===== src/rtl/uart_tx_fifo.sv =====
// ============================================================================
// Module      : uart_tx_fifo
// Description : Transmit holding buffer in front of the UART TX shifter.
//               Accepts characters from the THR write path and presents them
//               to the shifter over valid/ready with first-word fall-through.
//               Provides 16550-style THRE/TEMT status and a sticky
//               THR-empty interrupt request. FIFO mode uses DEPTH entries,
//               non-FIFO mode behaves as a single holding register.
//               Optional macro UART_TX_FIFO_THRESH_EN adds a refill
//               threshold comparator (thresh_in / below_thresh_out).
// Revision    : 1.0 - initial release
// ============================================================================
`default_nettype none

module uart_tx_fifo #(
  parameter int DEPTH  = 16,
  parameter int ADDR_W = 4
) (
  input  logic              clk_in,
  input  logic              rst_in,
  input  logic              wr_en_in,
  input  logic [7:0]        wr_data_in,
  input  logic              fifo_en_in,
  input  logic              clr_in,
  output logic              tx_valid_out,
  output logic [7:0]        thr_out,
  input  logic              tx_ready_in,
  input  logic              tx_busy_in,
  output logic [ADDR_W:0]   level_out,
  output logic              thre_out,
  output logic              temt_out,
  output logic              wr_drop_out,
  output logic              irq_thre_out,
  input  logic              irq_clr_in
`ifdef UART_TX_FIFO_THRESH_EN
  ,
  input  logic [ADDR_W:0]   thresh_in,
  output logic              below_thresh_out
`endif
);

  localparam logic [ADDR_W:0]   C_DEPTH    = (ADDR_W+1)'(DEPTH);
  localparam logic [ADDR_W:0]   C_ONE      = (ADDR_W+1)'(1);
  localparam logic [ADDR_W:0]   C_ZERO     = '0;
  localparam logic [ADDR_W-1:0] C_PTR_ONE  = (ADDR_W)'(1);

  // Storage and bookkeeping state
  logic [7:0]        r_mem [DEPTH];
  logic [ADDR_W-1:0] r_wr_ptr;
  logic [ADDR_W-1:0] r_rd_ptr;
  logic [ADDR_W:0]   r_count;
  logic              r_empty;
  logic              r_fifo_en;
  logic              r_wr_drop;
  logic              r_irq;

  // Next-state / qualifier wires
  logic [ADDR_W:0]   w_cap;
  logic              w_full;
  logic              w_clear;
  logic              w_pop;
  logic              w_push;
  logic              w_drop;
  logic              w_irq_set;
  logic [ADDR_W:0]   w_count_nxt;

  // Decode push/pop/clear qualifiers and the next occupancy
  always_comb begin
    w_clear     = clr_in | (fifo_en_in != r_fifo_en);
    w_cap       = fifo_en_in ? C_DEPTH : C_ONE;
    w_full      = (r_count == w_cap);
    // Pop is suppressed under clear as well: the entry is being discarded,
    // and the shifter never sees a handshake on stale data.
    w_pop       = ~r_empty & tx_ready_in & ~w_clear;
    // A write into a full buffer is still accepted when a slot frees up
    // in the same cycle; clear wins over both.
    w_push      = wr_en_in & (~w_full | w_pop) & ~w_clear;
    w_drop      = wr_en_in & w_full & ~w_pop & ~w_clear;

    w_count_nxt = r_count;
    if (w_clear) begin
      w_count_nxt = C_ZERO;
    end else if (w_push && !w_pop) begin
      w_count_nxt = r_count + C_ONE;
    end else if (w_pop && !w_push) begin
      w_count_nxt = r_count - C_ONE;
    end

    // Interrupt fires on a transition to empty: a lone pop of the last
    // entry, or a clear that discards queued data.
    if (w_clear) begin
      w_irq_set = (r_count != C_ZERO);
    end else begin
      w_irq_set = w_pop & ~w_push & (r_count == C_ONE);
    end
  end

  // Character storage; contents are deliberately left unreset
  always_ff @(posedge clk_in) begin
    if (w_push) begin
      r_mem[r_wr_ptr] <= wr_data_in;
    end
  end

  // Pointers, occupancy, empty flag and FIFO-enable history
  always_ff @(posedge clk_in or posedge rst_in) begin
    if (rst_in) begin
      r_wr_ptr  <= '0;
      r_rd_ptr  <= '0;
      r_count   <= '0;
      r_empty   <= 1'b1;
      r_fifo_en <= 1'b0;
    end else begin
      r_fifo_en <= fifo_en_in;
      r_count   <= w_count_nxt;
      r_empty   <= (w_count_nxt == C_ZERO);
      if (w_clear) begin
        r_wr_ptr <= '0;
        r_rd_ptr <= '0;
      end else begin
        if (w_push) begin
          r_wr_ptr <= r_wr_ptr + C_PTR_ONE;
        end
        if (w_pop) begin
          r_rd_ptr <= r_rd_ptr + C_PTR_ONE;
        end
      end
    end
  end

  // Drop pulse and sticky THR-empty interrupt (set beats acknowledge)
  always_ff @(posedge clk_in or posedge rst_in) begin
    if (rst_in) begin
      r_wr_drop <= 1'b0;
      r_irq     <= 1'b0;
    end else begin
      r_wr_drop <= w_drop;
      if (w_irq_set) begin
        r_irq <= 1'b1;
      end else if (irq_clr_in || w_push) begin
        r_irq <= 1'b0;
      end
    end
  end

`ifdef UART_TX_FIFO_THRESH_EN
  logic r_below;

  // Refill request tracks the occupancy that level_out will show
  always_ff @(posedge clk_in or posedge rst_in) begin
    if (rst_in) begin
      r_below <= 1'b1;
    end else begin
      r_below <= (w_count_nxt < thresh_in);
    end
  end

  assign below_thresh_out = r_below;
`endif

  assign tx_valid_out = ~r_empty;
  assign thr_out      = r_mem[r_rd_ptr];
  assign level_out    = r_count;
  assign thre_out     = r_empty;
  assign temt_out     = r_empty & ~tx_busy_in;
  assign wr_drop_out  = r_wr_drop;
  assign irq_thre_out = r_irq;

endmodule

`default_nettype wire


===== config.mk =====
export PLATFORM = sky130hd
export DESIGN_NAME = uart_tx_fifo
export DESIGN_NICKNAME = d
export VERILOG_FILES = /design/src/rtl/uart_tx_fifo.sv
export SDC_FILE = /design/constraint.sdc
export NUM_CORES = 1
export LEC_CHECK = 0
export CAP_MARGIN = 10
export CORE_MARGIN = 10
export CORE_UTILIZATION = 48
export DETAILED_ROUTE_END_ITERATION = 12
export PLACE_DENSITY = 0.7
export SKIP_CTS_REPAIR_TIMING = 1
export SLEW_MARGIN = 40
export SYNTH_ARGS = -nofsm -noshare
export SYNTH_HDL_FRONTEND = slang
export SYNTH_SLANG_ARGS = --single-unit

===== constraint.sdc =====
create_clock -name clk_in -period 3.55 [get_ports clk_in]
set_input_delay 0.355 -clock clk_in [delete_from_list [all_inputs] [get_ports clk_in]]
set_output_delay 0.355 -clock clk_in [all_outputs]
set_load 0.02 [all_outputs]

After elaboration in Yosys (flattened, before gate mapping) --
Memory sizes are Yosys's and may differ from the RTL's. Cells that the tools add are included. Widths: inputs -> output; s select.
Cells by class: bitwise gates (word level) 18, shift operators 0, reductions and logical operators 10, add/sub/neg operators 4, order comparisons 0, equality and inequality tests 3, mux-type cells 13, div/mod/pow operators 0, $mul 0
Operators by type and width (number):
- $mux 5 | 4
- $mux 4 | 4
- $and 1x1->1 | 10
- $add 4x1->4 const B | 2
- $not 1->1 | 6
- $reduce_bool 2->1 | 3
- $add 5x1->5 const B | 1
- $eq 5x1->1 const B | 1
- $eq 5x5->1 | 1
- $logic_not 5->1 | 1
- $mux 1 | 5
- $reduce_bool 5->1 | 1
- $sub 5x1->5 const B | 1
- $logic_and 1x1->1 | 2
- $logic_not 1->1 | 2
- $or 1x1->1 | 2
- $logic_or 1x1->1 | 1
- $ne 1x1->1 | 1
Storage, ports and cells: logic and storage cells 56, latch bits 0, memories 1, RAM bits 128, bits in registers 17, output and inout bits 18, input port bits 16, ROM bits 0
Memory list:
- r_mem | words 16, bits a word 8, read ports 1, clocked after Yosys merged registers in 0, write ports 1, RTL line 48 | logic [7:0] r_mem [DEPTH];

Longest topological paths before layout --
Gate-level depths: netlist (run 1).
word-level depth 13, gate-level depth with buffers 7, gate-level depth less buffers 7

Worst setup path before layout (run 1) --
OpenSTA, ideal clock, no wires.
path type register to output, start register r_rd_ptr[1], end output port thr_out[6], arrival time 1.711 ns, data required time 3.195 ns, path slack 1.484 ns, stages on the path, launching flop included 5, buffers on the path 2, cell sequence dfrtp_1 > clkbuf_1 > clkbuf_1 > mux4_2 > mux4_2
On the way: longest elaborated chain between the ends 1
Ends and longest elaborated chain:
- start: declaration | RTL line 50 | logic [ADDR_W-1:0] r_rd_ptr;
- start signal: assignment | RTL line 125 | r_rd_ptr <= r_rd_ptr + C_PTR_ONE;
- $mem_v2 16x8
- end: declaration | RTL line 26 | output logic [7:0] thr_out,
Every way passes these cells.

Worst setup path after layout (run 1) --
start register r_rd_ptr[0], end output port thr_out[7]
Same word-level chain as after synthesis.

==> results of run 1 <==
-- power groups by stage --
stage	Clock, mW	Sequential (mW)	Combinational, mW
3_3_place_gp	0	1.93	0.239
5_1_grt	1.89	1.89	0.259
4_1_cts	1.81	1.89	0.245
6_report	1.78	1.89	0.239
3_5_place_dp	0	1.93	0.244
2_1_floorplan	0	1.93	0.123
-- placed cells by master, fill, tap and decap left out, types with 2 or more instances in the layout --
| cell type | instances |
|---|---|
| a21oi_1 | 4 |
| and2_1 | 16 |
| buf_4 | 2 |
| bufinv_16 | 4 |
| clkbuf_16 | 17 |
| clkdlybuf4s50_1 | 33 |
| clkinv_1 | 4 |
| clkinv_2 | 4 |
| clkinvlp_4 | 2 |
| dfrtp_1 | 15 |
| edfxtp_1 | 128 |
| ha_1 | 9 |
| inv_1 | 9 |
| mux4_1 | 30 |
| mux4_2 | 10 |
| nand2_1 | 10 |
| nand3_1 | 4 |
| nand3b_1 | 2 |
| nand4_1 | 2 |
| nor2_1 | 10 |
| nor2b_1 | 2 |
| nor3_1 | 14 |
| o211ai_1 | 3 |
| o21a_1 | 2 |
| xnor2_1 | 4 |
| xor2_1 | 3 |
-- state kept, by name, summed over array words and instances, names as in the netlist --
register      count
r_mem           128
level_out         5
thre_out          1
r_fifo_en         1
irq_thre_out      1
r_wr_ptr          4
r_rd_ptr          4
wr_drop_out       1
-- logic make-up (layout without fill, tap and decap cells) --
kind of cell	count (synthesis)	in the layout	share of synthesized area
compound gates	18	18	0.0216
fa+ha+maj	9	9	0.0185
flops	145	145	0.701
simple gates	69	69	0.0614
mux	41	41	0.168
buf+inv	23	77	0.0201
xor+xnor	7	7	0.0101
-- layer usage --
layer / up-vias / routed length, um / global-route usage
met5: - / 0 / 0
met3: 4 / 963 / 0.0462
met4: 0 / 65 / 0.0452
met2: 117 / 6220 / 0.229
met1: 1555 / 5030 / 0.188
li1: 1368 / - / -
-- path summary, 6_finish.rpt --
check / to / start / slack, ns / cells past startpoint
max in group asynchronous: r_rd_ptr[0]$_DFFE_PP0P_ / rst_in / 2.74 / 2
worst max register to register: r_mem[7][0]$_DFFE_PP_ / level_out[0]$_DFF_PP0_ / 1.01 / 5
worst min register to register: irq_thre_out$_DFFE_PP0P_ / irq_thre_out$_DFFE_PP0P_ / 0.54 / 2
worst max-delay path: thr_out[7] / r_rd_ptr[0]$_DFFE_PP0P_ / 0.46 / 4
min in group clk_in: r_fifo_en$_DFF_PP0_ / fifo_en_in / 0.51 / 1
worst min-delay path: level_out[2]$_DFF_PP0_ / rst_in / 0.34 / 2
-- layout make-up --
cell class,instances,area share
flip-flops and latches,145,0.594
multi-input cells,144,0.237
repair buffers,36,0.0508
inverters,9,0.00470
clock buffers,18,0.0597
clock inverters,14,0.0237
well taps,172,0.0299
==> results.yml, run 1 <==
cts:
  clock_path_buffers: 2
  insertion_delay_ns: 0.42
  cts_num_sinks: 145
  tritoncts: "yes"
  htree_levels: 4
  cts_root_buf: "clkbuf_16"
  cts_inserted_buffers: 17
  clk_pin_slew_worst_paths_ns: 0.05
sta:
  slew_violations: 0
  setup_ws_ns: 0.458
  hold_viol: 0
  whs_ns: 0.335
  fin_tns_setup_ns: 0
  finClkSkew_ns: 0.0147
  period_minus_slack_ns: 3.09
  slew-limit-headroom: 0.511
  setup_violations: 0
  grt_setup_unrepaired: "false"
  post-route-period-util: 0.871
  clock.fmax_ghz: 0.323
  worst_slew_pin_slew_ns: 0.731
worst_setup_path:
  critPathKind: "reg -> out"
  worst-path-buf-inv: 2
  crit_family: "multiplexers"
  worst_setup_path_start_kind: "flip-flop"
  worst_ep_required_time_ns: 3.19
  max_stage_delay_ns: 0.67
  crit_path_end_kind: "primary output"
  worstPathMaxFanout: 35
  path_cells: "buf_12 > mux4_1 > mux4_2 > clkdlybuf4s50_1"
  arrival_ns: 2.74
  crit_slowest_cell: "mux4_1"
drt:
  detailedRoute.firstPassIterationCount: 5
  ant_nets: 0
  drt-wirelength-per-cell_um: 22.8
  drcViolationCount: 0
  vias: 3044
  drt_iter0_drc: 295
  via_per_inst: 5.66
  routed_wl_um: 12300
die:
  io_pins: 34
  dieHeight_um: 133
  die_width_um: 133
  rows: 41
  fp.dieArea_um2: 17600
  fp.coreArea_um2: 12500
  initial_core_util: 0.487
grt:
  grt_max_degree: 36
  overflow: 0
  grt_pass1_vias: 3206
  grt_pass1_wl_um: 19100
  track_usage: 0.145
  antenna_found_initial: 0
place:
  gp_congestion: 0.830
  placed_area_um2: 6590
  dp.cells: 506
  place_ws_ns: 0.663
  portBuffers: 33
  hpwl_um: 8270
yosys:
  synth_ff_type: "edfxtp_1"
  yosys.area.top_type: "edfxtp_1"
  syn_inst: 312
  synth_top_area_frac: 0.631
  avgSynthCellArea_um2: 19.5
  synth-seq-cells: 145
  synth.net_count: 337
  ys_async_sr_fraction: 0.117
  yosysMostFrequentCell: "edfxtp_1"
  yosys_warnings: 0
  ys_types: 44
  synth_edf_count: 128
  netlist_top_cells_count: "128 x edfxtp_1, 30 x mux4_1, 16 x and2_1, 16 x dfrtp_1, 14 x nor3_1"
  synthTopCellsByArea: "edfxtp_1 63%, mux4_1 13%, dfrtp_1 6.6%"
  syn_area_um2: 6100
  synth-seq-area-share: 0.701
final_layout:
  fillers: 943
  regArea_um2: 4270
  synthToLayoutAreaGrowth_pct: 17.9
  stdcell_area_um2: 7190
  multi_input_area_um2: 1700
  fin_util: 0.574
  layout-drive-gt1-share: 0.120
  fin_cells: 538
  final_nets: 378
  insertedDiodeCount: 0
flow_run:
  timing.max_cap.violations: 0
power:
  power.internal_mw: 3.14
  p_total_mw: 3.91
  p_per_area_nw_per_um2: 544
  combPwrFrac: 0.061
  pwr-share-clk: 0.455
  switching_share: 0.197
  ir_worst_vdd_mv: 0.343
  p_leak_nw: 2.39
  switchingPower_uw: 768
  p_seq_frac: 0.484
worst_hold_path:
  holdCritPathClass: "in -> async"
outcome:
  status: "complete, no violations"
(Power assumes the default switching activity.)
==> run 2: changes to the inputs <==
Settings changed: GPL_TIMING_DRIVEN set to 0.
==> run 2 against run 1 <==
Net effect:
- global-route usage is 0.56 points lower
- clock skew decreased by 0.0074 ns
- clock power is 7% higher
- maximum frequency is 6.0% lower
- first-iteration DRC count is 22% lower
- hold slack improved by 0.0062 ns
- combinational power about the same
- die area is the same
- non-clock buffer count increased by 11
- clock-buffer cell count up 5
- sequential cell count stayed put
- via count down 0.30%
- critical path type unchanged
==> results.yml, run 2 (synthesis results as in run 1) <==
final_layout:
  insertedDiodeCount: 0
  fin_util: 0.582
  regArea_um2: 4270
  final_common_cell: "edfxtp_1"
  fillers: 947
  stdcell_area_um2: 7280
  multi_input_area_um2: 1700
  final_nets: 389
  layout-drive-gt1-share: 0.133
  top_register: "r_mem"
  synthToLayoutAreaGrowth_pct: 19.5
  largest_reg_flops: 128
  layout_common_cells: "128 x edfxtp_1, 33 x clkdlybuf4s50_1, 30 x mux4_1, 17 x clkbuf_16"
grt:
  grt_pass1_wl_um: 18500
  overflow: 0
  grt_max_degree: 18
  grt_pass1_vias: 3204
  track_usage: 0.140
  antenna_found_initial: 0
die:
  die_width_um: 133
  io_pins: 34
  dieHeight_um: 133
  initial_core_util: 0.487
  rows: 41
  fp.coreArea_um2: 12500
  fp.dieArea_um2: 17600
worst_hold_path:
  holdCritPathClass: "in -> async"
worst_setup_path:
  critPathKind: "reg -> out"
  worst_ep_required_time_ns: 3.19
  reg2regPathDepth: 5
  worst_setup_path_start_kind: "flip-flop"
  worstPathMaxFanout: 10
  arrival_ns: 2.93
  crit_path_end_kind: "primary output"
cts:
  clock_path_buffers: 2
  tritoncts: "yes"
  cts_num_sinks: 145
  cts_root_buf: "clkbuf_16"
  clk_pin_slew_worst_paths_ns: 0.06
  cts_inserted_buffers: 17
  insertion_delay_ns: 0.42
  htree_levels: 4
sta:
  hold_viol: 0
  slew_violations: 0
  slew-limit-headroom: 0.514
  setup_violations: 0
  fin_tns_setup_ns: 0
  finClkSkew_ns: 0.00725
  post-route-period-util: 0.927
  period_minus_slack_ns: 3.29
  whs_ns: 0.341
  grt_setup_unrepaired: "false"
  worst_slew_pin_slew_ns: 0.729
  clock.fmax_ghz: 0.304
drt:
  via_per_inst: 5.53
  detailedRoute.firstPassIterationCount: 4
  drt-wirelength-per-cell_um: 21.5
  drcViolationCount: 0
  vias: 3035
  routed_wl_um: 11800
  drt_iter0_drc: 229
  ant_nets: 0
outcome:
  status: "complete, no violations"
place:
  placed_area_um2: 6640
  hpwl_um: 7620
  gp_congestion: 0.798
  portBuffers: 33
power:
  p_per_area_nw_per_um2: 554
  p_leak_nw: 2.45
  ir_worst_vdd_mv: 0.400
  p_total_mw: 4.04
flow_run:
  timing.max_cap.violations: 0
-- run 2: cell count changes in the layout (fill, tap and decap cells not counted), moves of 2 or more --
cell      previous run  this run
clkbuf_1             1         8
clkbuf_2             0         4
clkinv_1             4         0
buf_6                0         3
clkinv_2             4         1
buf_2                0         2
buf_4                2         0
-- run 2: final cells by class --
| class | instances | share of cell area |
|---|---|---|
| flip-flops and latches | 145 | 0.586 |
| multi-input cells | 144 | 0.234 |
| clock buffers | 23 | 0.0629 |
| repair buffers | 33 | 0.0453 |
| well taps | 172 | 0.0295 |
| clock inverters | 9 | 0.0247 |
| plain buffers | 14 | 0.0129 |
| inverters | 9 | 0.00464 |
-- run 2: worst paths after layout --
kind                                          start                        to  slack, ns
min in group clk_in        irq_thre_out$_DFFE_PP0P_  irq_thre_out$_DFFE_PP0P_       0.51
max reg2reg                  level_out[0]$_DFF_PP0_     r_mem[2][2]$_DFFE_PP_       1.00
max                         r_rd_ptr[1]$_DFFE_PP0P_                thr_out[7]       0.26
max in group asynchronous                    rst_in       r_fifo_en$_DFF_PP0_       2.77
min                                          rst_in   r_rd_ptr[1]$_DFFE_PP0P_       0.34
min reg2reg                irq_thre_out$_DFFE_PP0P_  irq_thre_out$_DFFE_PP0P_       0.51
-- run 2: per-stage QoR --
step	worst slack [ns]	std cells
3_5_place_dp	0.474	517
3_3_place_gp	0.492	517
5_1_grt	0.127	549
6_report	0.260	549
2_1_floorplan	1.48	312
4_1_cts	0.00282	549
-- run 2: layer usage --
metal  global-route usage  wire length (um)
met1                0.176              5120
met2                0.226              5890
met3               0.0363               604
met4               0.0562               170
met5                    0                 0
-- run 2: where the power goes --
part	leakage, nW	total, mW	switching, mW	internal, mW
Sequential	1.38	1.89	0.0146	1.88
Clock	0.306	1.91	0.642	1.27
Combinational	0.762	0.237	0.129	0.109
-- run 2: critical path: stages, from the launching register on --
cell	delay, ns
dfrtp_1	0.35
clkbuf_1	0.33
clkbuf_2	0.36
mux4_1	0.42
mux4_2	0.51
clkdlybuf4s50_1	0.55
